--- src/rtl/alu_pkg.sv ---
// ALU operation codes and instruction-field constants shared by the issue front end
// (and, later, by the ALU itself).
package alu_pkg;

  typedef enum logic [3:0] {
    ALU_AND     = 4'b0000,
    ALU_OR      = 4'b0001,
    ALU_ADD     = 4'b0010,
    ALU_ILLEGAL = 4'b0011,
    ALU_XOR     = 4'b0101,
    ALU_SUB     = 4'b0110,
    ALU_SLL     = 4'b0111,
    ALU_EQ      = 4'b1000,
    ALU_SLT     = 4'b1100,
    ALU_SRA     = 4'b1110,
    ALU_SRL     = 4'b1111
  } alu_op_e;

  localparam logic [1:0] ALUOP_ADD    = 2'b00;
  localparam logic [1:0] ALUOP_BRANCH = 2'b01;
  localparam logic [1:0] ALUOP_RTYPE  = 2'b10;
  localparam logic [1:0] ALUOP_ITYPE  = 2'b11;

  localparam logic [6:0] F7_BASE = 7'b0000000;
  localparam logic [6:0] F7_ALT  = 7'b0100000;

endpackage

--- src/rtl/alu_op_decode.sv ---
// Combinational decode of ALUOp/funct3/funct7 into the 4-bit ALU operation code.
module alu_op_decode
  import alu_pkg::*;
(
  input  logic [1:0] aluop,
  input  logic [2:0] funct3,
  input  logic [6:0] funct7,
  output alu_op_e    operation,
  output logic       illegal
);

  logic is_rtype;
  logic f7_base;
  logic f7_alt;
  logic f7_ok;

  assign is_rtype = (aluop == ALUOP_RTYPE);
  assign f7_base  = (funct7 == F7_BASE);
  assign f7_alt   = (funct7 == F7_ALT);
  // I-type immediates occupy funct7 for these codes, so only R-type must match
  assign f7_ok    = !is_rtype || f7_base;

  always_comb begin
    // NOTE: default assigned first so every path drives the output; no latch is inferred.
    operation = ALU_ILLEGAL;
    case (aluop)
      ALUOP_ADD:    operation = ALU_ADD;
      ALUOP_BRANCH: operation = ALU_EQ;
      default: begin
        case (funct3)
          3'b000: begin
            if (f7_ok)       operation = ALU_ADD;
            else if (f7_alt) operation = ALU_SUB;
          end
          3'b001: if (f7_base) operation = ALU_SLL;
          3'b010: if (f7_ok)   operation = ALU_SLT;
          3'b100: if (f7_ok)   operation = ALU_XOR;
          3'b101: begin
            if (f7_base)     operation = ALU_SRL;
            else if (f7_alt) operation = ALU_SRA;
          end
          3'b110: if (f7_ok)   operation = ALU_OR;
          3'b111: if (f7_ok)   operation = ALU_AND;
          default:             operation = ALU_ILLEGAL;
        endcase
      end
    endcase
    illegal = (operation == ALU_ILLEGAL);
  end

endmodule

--- src/rtl/alu_issue.sv ---
// Two-stage valid/ready front end for the combinational ALU: S1 drives the ALU
// inputs, S2 captures the result with its tag for the writeback side.
module alu_issue
  import alu_pkg::*;
#(
  parameter int DATA_WIDTH    = 32,
  parameter int OPCODE_LENGTH = 4,
  parameter int TAG_WIDTH     = 5
) (
  input  logic                     clk,
  input  logic                     reset,
  input  logic                     flush,
  input  logic                     in_valid,
  output logic                     in_ready,
  input  logic [1:0]               in_aluop,
  input  logic [2:0]               in_funct3,
  input  logic [6:0]               in_funct7,
  input  logic [DATA_WIDTH-1:0]    in_src_a,
  input  logic [DATA_WIDTH-1:0]    in_src_b,
  input  logic [TAG_WIDTH-1:0]     in_tag,
  output logic [DATA_WIDTH-1:0]    alu_src_a,
  output logic [DATA_WIDTH-1:0]    alu_src_b,
  output logic [OPCODE_LENGTH-1:0] alu_operation,
  input  logic [DATA_WIDTH-1:0]    alu_result,
  output logic                     out_valid,
  input  logic                     out_ready,
  output logic [DATA_WIDTH-1:0]    out_result,
  output logic [TAG_WIDTH-1:0]     out_tag,
  output logic                     out_illegal
);

  alu_op_e dec_op;
  logic    dec_illegal;

  alu_op_decode u_decode (
    .aluop     (in_aluop),
    .funct3    (in_funct3),
    .funct7    (in_funct7),
    .operation (dec_op),
    .illegal   (dec_illegal)
  );

  logic                  s1_valid;
  logic [DATA_WIDTH-1:0] s1_src_a;
  logic [DATA_WIDTH-1:0] s1_src_b;
  alu_op_e               s1_op;
  logic [TAG_WIDTH-1:0]  s1_tag;
  logic                  s1_illegal;

  logic                  s2_valid;
  logic [DATA_WIDTH-1:0] s2_result;
  logic [TAG_WIDTH-1:0]  s2_tag;
  logic                  s2_illegal;

  logic s1_adv;
  logic s2_adv;
  logic accept;

  assign s2_adv   = !s2_valid || out_ready;
  assign s1_adv   = !s1_valid || s2_adv;
  // flush deliberately does not gate in_ready; the request is dropped instead
  assign in_ready = s1_adv && reset;
  assign accept   = in_valid && in_ready;

  always_ff @(posedge clk) begin
    if (!reset) begin
      // NOTE: payload fields are cleared too, because the ALU and writeback ports are observable in reset.
      s1_valid   <= 1'b0;
      s1_src_a   <= '0;
      s1_src_b   <= '0;
      s1_op      <= ALU_AND;
      s1_tag     <= '0;
      s1_illegal <= 1'b0;
      s2_valid   <= 1'b0;
      s2_result  <= '0;
      s2_tag     <= '0;
      s2_illegal <= 1'b0;
    end else if (flush) begin
      s1_valid <= 1'b0;
      s2_valid <= 1'b0;
    end else begin
      // NOTE: non-blocking updates let S2 capture the S1 value from before this edge.
      if (s2_adv) begin
        s2_valid <= s1_valid;
        if (s1_valid) begin
          s2_result  <= s1_illegal ? '0 : alu_result;
          s2_tag     <= s1_tag;
          s2_illegal <= s1_illegal;
        end
      end
      if (s1_adv) begin
        s1_valid <= accept;
        if (accept) begin
          s1_src_a   <= in_src_a;
          s1_src_b   <= in_src_b;
          s1_op      <= dec_op;
          s1_tag     <= in_tag;
          s1_illegal <= dec_illegal;
        end
      end
    end
  end

  assign alu_src_a     = s1_src_a;
  assign alu_src_b     = s1_src_b;
  assign alu_operation = OPCODE_LENGTH'(s1_op);

  assign out_valid   = s2_valid;
  assign out_result  = s2_result;
  assign out_tag     = s2_tag;
  assign out_illegal = s2_illegal;

endmodule
--- config.mk ---
export PLATFORM = sky130hd
export DESIGN_NAME = alu_issue
export DESIGN_NICKNAME = d
export VERILOG_FILES = /design/src/rtl/alu_pkg.sv /design/src/rtl/alu_op_decode.sv /design/src/rtl/alu_issue.sv
export SDC_FILE = /design/constraint.sdc
export NUM_CORES = 1
export LEC_CHECK = 0
export CORE_AREA = 5 5 160 101
export CTS_BUF_LIST = sky130_fd_sc_hd__clkbuf_2
export DETAILED_ROUTE_END_ITERATION = 6
export DIE_AREA = 0 0 165 106
export PLACE_DENSITY = 0.72
export SYNTH_ARGS = -nofsm -noshare
export SYNTH_HDL_FRONTEND = slang
export SYNTH_HIERARCHICAL = 1
export SYNTH_SLANG_ARGS = --single-unit
--- constraint.sdc ---
create_clock -name clk -period 1.3 [get_ports clk]
set_clock_uncertainty 0.05 [all_clocks]
set_input_delay 0.26 -clock clk [delete_from_list [all_inputs] [get_ports clk]]
set_output_delay 0.26 -clock clk [all_outputs]
set_load 0.03 [all_outputs]
Word level (Yosys, flattened, before mapping)
Cells that the tools add are included.
{"block": "classes", "add_sub_neg": 0, "mul": 0, "div": 0, "magnitude_cmp": 0, "eq_ne": 10, "shifts": 0, "mux": 12, "bitwise_logic": 2, "n_reduce_logical": 14}
{"operator": "2-to-1 mux 32 bit", "n": 1}
{"operator": "case mux 4 bit (7 select lines)", "n": 1}
{"operator": "2-to-1 mux 4 bit", "n": 4}
{"operator": "equality test 3 bit (second input constant)", "n": 4}
{"operator": "2-to-1 mux 3 bit", "n": 3}
{"operator": "case mux 4 bit (2 select lines)", "n": 1}
{"operator": "equality test 7 x 6 -> 1 bit (second input constant)", "n": 1}
{"operator": "zero test 7 bit", "n": 1}
{"operator": "AND reduction 3 bit", "n": 2}
{"operator": "equality test 4 x 2 -> 1 bit (second input constant)", "n": 1}
{"operator": "2-to-1 mux 2 bit", "n": 2}
{"operator": "equality test 3 x 1 -> 1 bit (second input constant)", "n": 1}
{"operator": "equality test 3 x 2 -> 1 bit (second input constant)", "n": 1}
{"operator": "zero test 1 bit", "n": 3}
{"operator": "zero test 3 bit", "n": 1}
{"operator": "logical OR 1 bit", "n": 3}
{"operator": "equality test 2 x 1 -> 1 bit (second input constant)", "n": 1}
{"operator": "equality test 2 bit (second input constant)", "n": 1}
{"operator": "logical AND 1 bit", "n": 2}
{"operator": "zero test 2 bit", "n": 1}
{"operator": "inverter 1 bit", "n": 2}
{"operator": "OR reduction 2 bit", "n": 1}
{"block": "totals", "regBits": 114, "latchBits": 0, "ramBits": 0, "rom_bits": 0, "in_bits": 118, "out_inout_bits": 108, "elab_cells": 48, "mem_count": 0}

Depth between registers and ports, before layout
Gate-level depths: netlist of the first run.
{"block": "logic_depth", "ltp_word": 7, "depth_mapped": 6, "mapped_depth_nobuf": 6}

Modules after synthesis
Netlist of the first run, hierarchy kept.
{"mod": "alu_issue", "instances": 1, "cells_per_inst": 519, "area_per_inst_um2": 4693.3, "seq_area_each_um2": 2282.2}
{"mod": "alu_op_decode", "instances": 1, "cells_per_inst": 35, "area_per_inst_um2": 256.5, "seq_area_each_um2": 0.0}

Least setup slack after synthesis of the first run
Ideal clock, no wire load.
{"block": "synth_path", "kind": "register -> output", "start": "reg s2_valid, in the netlist out_valid", "end": "out in_ready", "arrival_time_ns": 1.142, "required_ns": 0.990, "path_slack_ns": -0.152, "stages_incl_launch_ff": 4, "path_buffers": 1, "path_cell_list": "dfxtp_1 nand3b_1 buf_4 and2_1"}
{"block": "synth_via", "elab_chain_len": 4}
{"element": "from (decl)", "line": "alu_issue.sv:50", "text": "logic s2_valid;"}
{"element": "from (signal assigned)", "line": "alu_issue.sv:84", "text": "s2_valid <= s1_valid;"}
{"element": "zero test 1 bit", "line": "alu_issue.sv:59", "text": "assign s2_adv = !s2_valid || out_ready;"}
{"element": "logical OR 1 bit", "line": "alu_issue.sv:59"}
{"element": "logical OR 1 bit", "line": "alu_issue.sv:60", "text": "assign s1_adv = !s1_valid || s2_adv;"}
{"element": "logical AND 1 bit", "line": "alu_issue.sv:62", "text": "assign in_ready = s1_adv && reset;"}
{"element": "to (decl)", "line": "alu_issue.sv:14", "text": "output logic in_ready,"}
No other way between the ends.

Final worst setup path of the first run
Ends and elaborated chain as after synthesis.

==> results of run 1 <==
## path summary, 6_finish.rpt
check / to / cells past startpoint / start
worst min-delay path: alu_src_b[12] / 3 / in_src_b[12]
worst max register to register: alu_src_b[16] / 7 / out_valid
worst max-delay path: in_ready / 3 / out_valid
worst min register to register: out_tag[1] / 2 / out_tag[1]
## synthesized netlist by cell type, types with 2 or more instances
cell type  count
o21ai_0       52
nand2_1       75
buf_6          8
buf_2         15
buf_4          2
nand2b_1       4
nor2_1         6
and2b_1        2
clkbuf_1      27
a21oi_1        2
dfxtp_1      114
nand4b_1      34
a21boi_1       3
o21ai_2       60
or2_2          2
o21a_1         2
a21boi_0      35
inv_1          4
clkbuf_2       3
nand3_1       81
## cell type report
class / instances / area (µm²) / share of cell area
inverters: 4 / 15.0 / 0.00160
clock inverters: 14 / 165 / 0.0176
clock buffers: 18 / 90.1 / 0.00960
well taps: 203 / 254 / 0.0271
repair buffers: 321 / 3700 / 0.394
flip-flops and latches: 114 / 2420 / 0.258
multi-input cells: 381 / 2740 / 0.292
## stage by stage
stage          total power [mW]  TNS [ps]
2_1_floorplan              4.47      -110
3_3_place_gp               5.22    -49060
3_5_place_dp               5.24    -51390
4_1_cts                    7.96    -26750
5_1_grt                    8.45    -42070
6_report                   8.09    -22600
## cell families (layout without fill, tap and decap cells)
kind of cell,after synthesis,after routing,share of synthesized area
and+or+nand+nor,216,217,0.234
buffers and inverters,60,357,0.0637
DFF,114,114,0.461
AOI/OAI and AO/OA,164,164,0.241
## repair_timing
action,CTS,global route
buffers inserted,14,11
setup endpoints to repair,111,194
hold endpoints to repair,2,12
pin swaps,3,137
resized for setup,222,169
gates cloned,2,21
hold buffers,2,12
## flip-flops by register name (all words and copies together) (netlist names)
name           cells
out_illegal        1
s1_illegal         1
out_result        32
out_tag            5
alu_src_b         32
alu_operation      4
s1_valid           1
out_valid          1
s1_tag             5
alu_src_a         32
## critical path: stages, from the launching register on
cell      delay, ps
dfxtp_2         360
nand3b_1        120
and2_4          170
buf_6           130
## report_power, final
part           total [mW]  internal, mW  switching (mW)
combinational        1.78         0.961           0.822
sequential           3.79          3.67           0.119
clock                2.52          1.07            1.46
total                8.09          5.70            2.40
## per-layer routing
layer  vias to the layer above  track usage
met1                      2641        0.235
met5                         -            0
met2                       246        0.323
li1                       2551            -
met3                        23       0.0903
met4                         0       0.0481
## cell usage in the layout, fill, tap and decap left out, types with 18 or more instances in the layout
cell / n
a21boi_1: 34
buf_12: 19
buf_4: 42
buf_6: 112
clkbuf_2: 18
clkdlybuf4s50_1: 113
dfxtp_2: 107
nand2_1: 75
nand3_1: 41
nand3_2: 33
nand4b_1: 34
o21ai_1: 21
o21ai_2: 75
==> reports/qor.txt, run 1 <==
Cell taking the most area after synthesis: dfxtp_1
Core Area: 14700 µm²
Non-Filler Instances: 1055
Pwr/cell area: 862 nW/µm²
Fin worst setup slack: -400 ps
DR iter-0 viols: 444
GPL Wtd Cong: 0.947
Total GRT Usage: 0.197
Period Utilization, post-route: 1.31
Die Span X: 165 µm
Fillers: 1144
Final ANT Viol Nets: 0
Clock sinks: 114
Pleak: 3.65 nW
Metal2 WL: 9.97 mm
Critical Path RT: 990 ps
Async S/R FF share, synth: 0
Drt total wl: 20.5 mm
Peak fanout along the critical path: 2
Vias: 5461
Hold Slack: 89.9 ps
Area grow syn2layout: 89.6%
Die area: 17500 µm²
Top sig layer: met4
Die H: 106 µm
Finished Cell Area: 9390 µm²
Gr ovfl total: 0
Achievable Freq: 0.588 GHz
CTS root buffer: clkbuf_2
TritonCTS clock tree: done
Port-buffer cells: 225
Crit end category: output pin
Count of state elements after synthesis: 114
Synth top area cells: dfxtp_1, o21ai_2, nand3_1
Antenna diodes: 0
Synthesized area: 4950 µm²
Vias in the first global route: 5377
Max cap viols: 0
Share of layout cells above drive strength 1: 0.549
Antenna violations before repair: 0
M1 wire length: 8.32 mm
RSZ-0062 raised after global routing: yes
Layout Utilization: 0.638
Cells after Synth: 554
Vias per inst: 5.18
Placed Area: 7340 µm²
# H-tree levels: 4
Detailed Routing Iterations Pass 1: 5
Avg WL per Cell: 19.4 µm
Critical path class: reg -> out
Top_reg_cell synth: dfxtp_1
Pin count of the biggest net entering global routing: 47
DR WL met3: 2.04 mm
Number of synthesized flops with an enable pin: 0
Flop-to-flop setup slack: -190 ps
FP Rows: 35
Sequential share of the synthesized area: 0.461
Slew headroom: 0.609
First-pass GRT wire length: 27.7 mm
Clk buf depth: 2
Nets: 957
Status: complete, but fails checks
Worst min path class: in -> reg
Tightest Pin Transition: 587 ps
CTS buffer count: 17
Synth Net Count: 672
Detailed placement HPWL: 11.8 mm
Failing checks: negative setup slack
Final setup fails: 199
Ports: 226
Starting density of the core: 0.336
Final min period: 1700 ps
Clock Latency Late Sink: 640 ps
Place WS: -699 ps
Clock-pin slew on the worst setup and hold paths: 200 ps
Max VDD drop: 0.469 mV
Worst EP arrival: 1390 ps
Slew Viols, Final: 0
Placed Instances: 962
Top cell type's share of synthesized area: 0.461
Synth warnings: 6
Final hold violation count: 0
Syn avg cell area: 8.93 µm²
Crit path launch type: flip-flop
Unique cell type count in the Yosys netlist: 43
DR DRC count: 0
Note: power is estimated with default switching activity, not from simulation.
==> inputs of run 2 (changes only) <==
--- a/config.mk
+++ b/config.mk
@@ -5,11 +5,11 @@
 export SDC_FILE = /design/constraint.sdc
 export NUM_CORES = 1
 export LEC_CHECK = 0
-export CORE_AREA = 5 5 160 101
+export CORE_AREA = 5 5 152 96
 export CTS_BUF_LIST = sky130_fd_sc_hd__clkbuf_2
 export DETAILED_ROUTE_END_ITERATION = 6
-export DIE_AREA = 0 0 165 106
-export PLACE_DENSITY = 0.72
+export DIE_AREA = 0 0 157 101
+export PLACE_DENSITY = 0.8
 export SYNTH_ARGS = -nofsm -noshare
 export SYNTH_HDL_FRONTEND = slang
 export SYNTH_HIERARCHICAL = 1
==> reports/qor.txt, run 2 (synthesis results as in run 1) <==
Status: complete, but fails checks
Failing checks: negative setup slack
Detailed Routing Iterations Pass 1: 5
Most frequent cells in the layout: buf_6, clkdlybuf4s50_1, dfxtp_2
Sequential standard cell area: 2420 µm²
RSZ-0062 raised after global routing: yes
Peak fanout along the critical path: 2
Combinational power share: 0.211
Final hold violation count: 0
Starting density of the core: 0.376
# H-tree levels: 4
Fillers: 988
Die H: 101 µm
Layout Utilization: 0.672
Critical R2R Launch: s1_valid
Achievable Freq: 0.590 GHz
Antenna diodes: 0
Vias per inst: 5.33
Crit path launch type: flip-flop
Period Utilization, post-route: 1.30
Min-Delay Endpoint: alu_src_a[19]
Drt total wl: 19.2 mm
Vias in the first global route: 5529
Core Area: 13200 µm²
Pin count of the biggest net entering global routing: 63
P_sw: 2.33 mW
Final setup fails: 133
Antenna violations before repair: 0
Area grow syn2layout: 78.7%
Die Span X: 157 µm
Final min period: 1690 ps
Nets: 961
CTS buffer count: 17
CP max stage cell: dfxtp_2
Critical path class: reg -> out
Slew Viols, Final: 0
Crit end category: output pin
Gr ovfl total: 0
Vias: 5493
Internal: 5.86 mW
Detailed placement HPWL: 12.0 mm
Critical Path RT: 990 ps
Fin worst setup slack: -395 ps
DR iter-0 viols: 280
Worst reg2reg path depth: 6
Tightest Pin Transition: 406 ps
FP Rows: 33
DR DRC count: 0
FF-to-FF End: alu_src_a[20]
Max VDD drop: 0.771 mV
CTS root buffer: clkbuf_2
Clock-pin slew on the worst setup and hold paths: 210 ps
Avg WL per Cell: 18.6 µm
Clock power share: 0.327
Die area: 15900 µm²
Final ANT Viol Nets: 0
Slowest stage delay, CP: 360 ps
Worst EP arrival: 1380 ps
Total GRT Usage: 0.222
Hold path cells: 3
Footprint of the multi-input gates: 2440 µm²
GPL Wtd Cong: 0.929
Max cap viols: 0
Hold Slack: 98.9 ps
Share of layout cells above drive strength 1: 0.481
Port-buffer cells: 225
TritonCTS clock tree: done
Switching part of the total: 0.285
Pleak: 3.52 nW
Clk buf depth: 2
Slew headroom: 0.729
Worst min path class: in -> reg
Clock Latency Late Sink: 630 ps
Place WS: -823 ps
First-pass GRT wire length: 28.0 mm
Total power draw: 8.20 mW
Clock sinks: 114
Pwr/cell area: 926 nW/µm²
Cell Chain, Critical Path: nand3b_1 > and2_4 > buf_6
Ports: 226
Flop-to-flop setup slack: -40 ps
Seq pwr share: 0.462
Hold Startpoint: in_src_a[19]
## run 2: changes by cell type in the layout (fill, tap and decap cells not counted), moves of 7 or more
cell,before,now
o21ai_2,75,60
buf_4,42,59
buf_12,19,11
o21ai_0,14,34
nand3_2,33,3
nand3_4,7,0
nand3_1,41,78
clkbuf_16,14,5
## run 2: how the worst max path moves through the flow
stage               slack (ps)               end         start  cells past startpoint
floorplan                  -30  alu_operation[2]  in_funct7[1]                      6
global placement          -640  alu_operation[2]  in_funct7[1]                      8
detailed placement        -820        s1_illegal  in_funct3[1]                      7
CTS                       -470          in_ready      s1_valid                      3
global route              -570          in_ready      s1_valid                      3
finish                    -390          in_ready      s1_valid                      3
## run 2: what timing repair did
| item | CTS | global route |
|---|---|---|
| hold endpoints to repair | 2 | 17 |
| gates cloned | 3 | 8 |
| buffers inserted | 11 | 17 |
| setup endpoints to repair | 159 | 214 |
| hold buffers | 1 | 17 |
| gates resized for setup | 254 | 42 |
| pin swaps | 16 | 37 |
## run 2: cell type report
class,instances,share of cell area
Clock buffer,18,0.0102
Multi-Input combinational cell,381,0.275
Clock inverter,14,0.0214
Sequential cell,114,0.273
Tap cell,175,0.0247
Inverter,4,0.00170
Timing Repair Buffer,325,0.393
## run 2: power by group through the flow
stage | Clock [mW] | Sequential [mW] | Combinational, mW
after floorplan | 0 | 4.06 | 0.409
after global placement | 0 | 3.80 | 1.41
after detailed placement | 0 | 3.80 | 1.43
after CTS | 2.76 | 3.78 | 1.58
after global routing | 2.96 | 3.80 | 1.83
final | 2.68 | 3.78 | 1.73
## run 2: worst max-delay path, delay by kind of cell (launching register included)
kind,cells,cell delay [ps]
flip-flops,1,360
AND/OR/NAND/NOR,2,270
buffers and inverters,1,130
## run 2: per-stage QoR
| step | setup TNS (ps) | area (µm²) | cells |
|---|---|---|---|
| 4_1_cts | -25320 | 8310 | 990 |
| 5_1_grt | -37460 | 8850 | 1031 |
| 3_5_place_dp | -54600 | 7310 | 944 |
| 2_1_floorplan | -110 | 4950 | 554 |
| 6_report | -16920 | 8850 | 1031 |
| 3_3_place_gp | -53120 | 7310 | 944 |
## run 2: layer usage
| layer | vias to the layer above | track usage | wire length, µm |
|---|---|---|---|
| met1 | 2639 | 0.258 | 7440 |
| met5 | - | 0 | 0 |
| met3 | 31 | 0.102 | 2100 |
| met2 | 261 | 0.369 | 9310 |
| met4 | 0 | 0.0640 | 378 |
| li1 | 2562 | - | - |
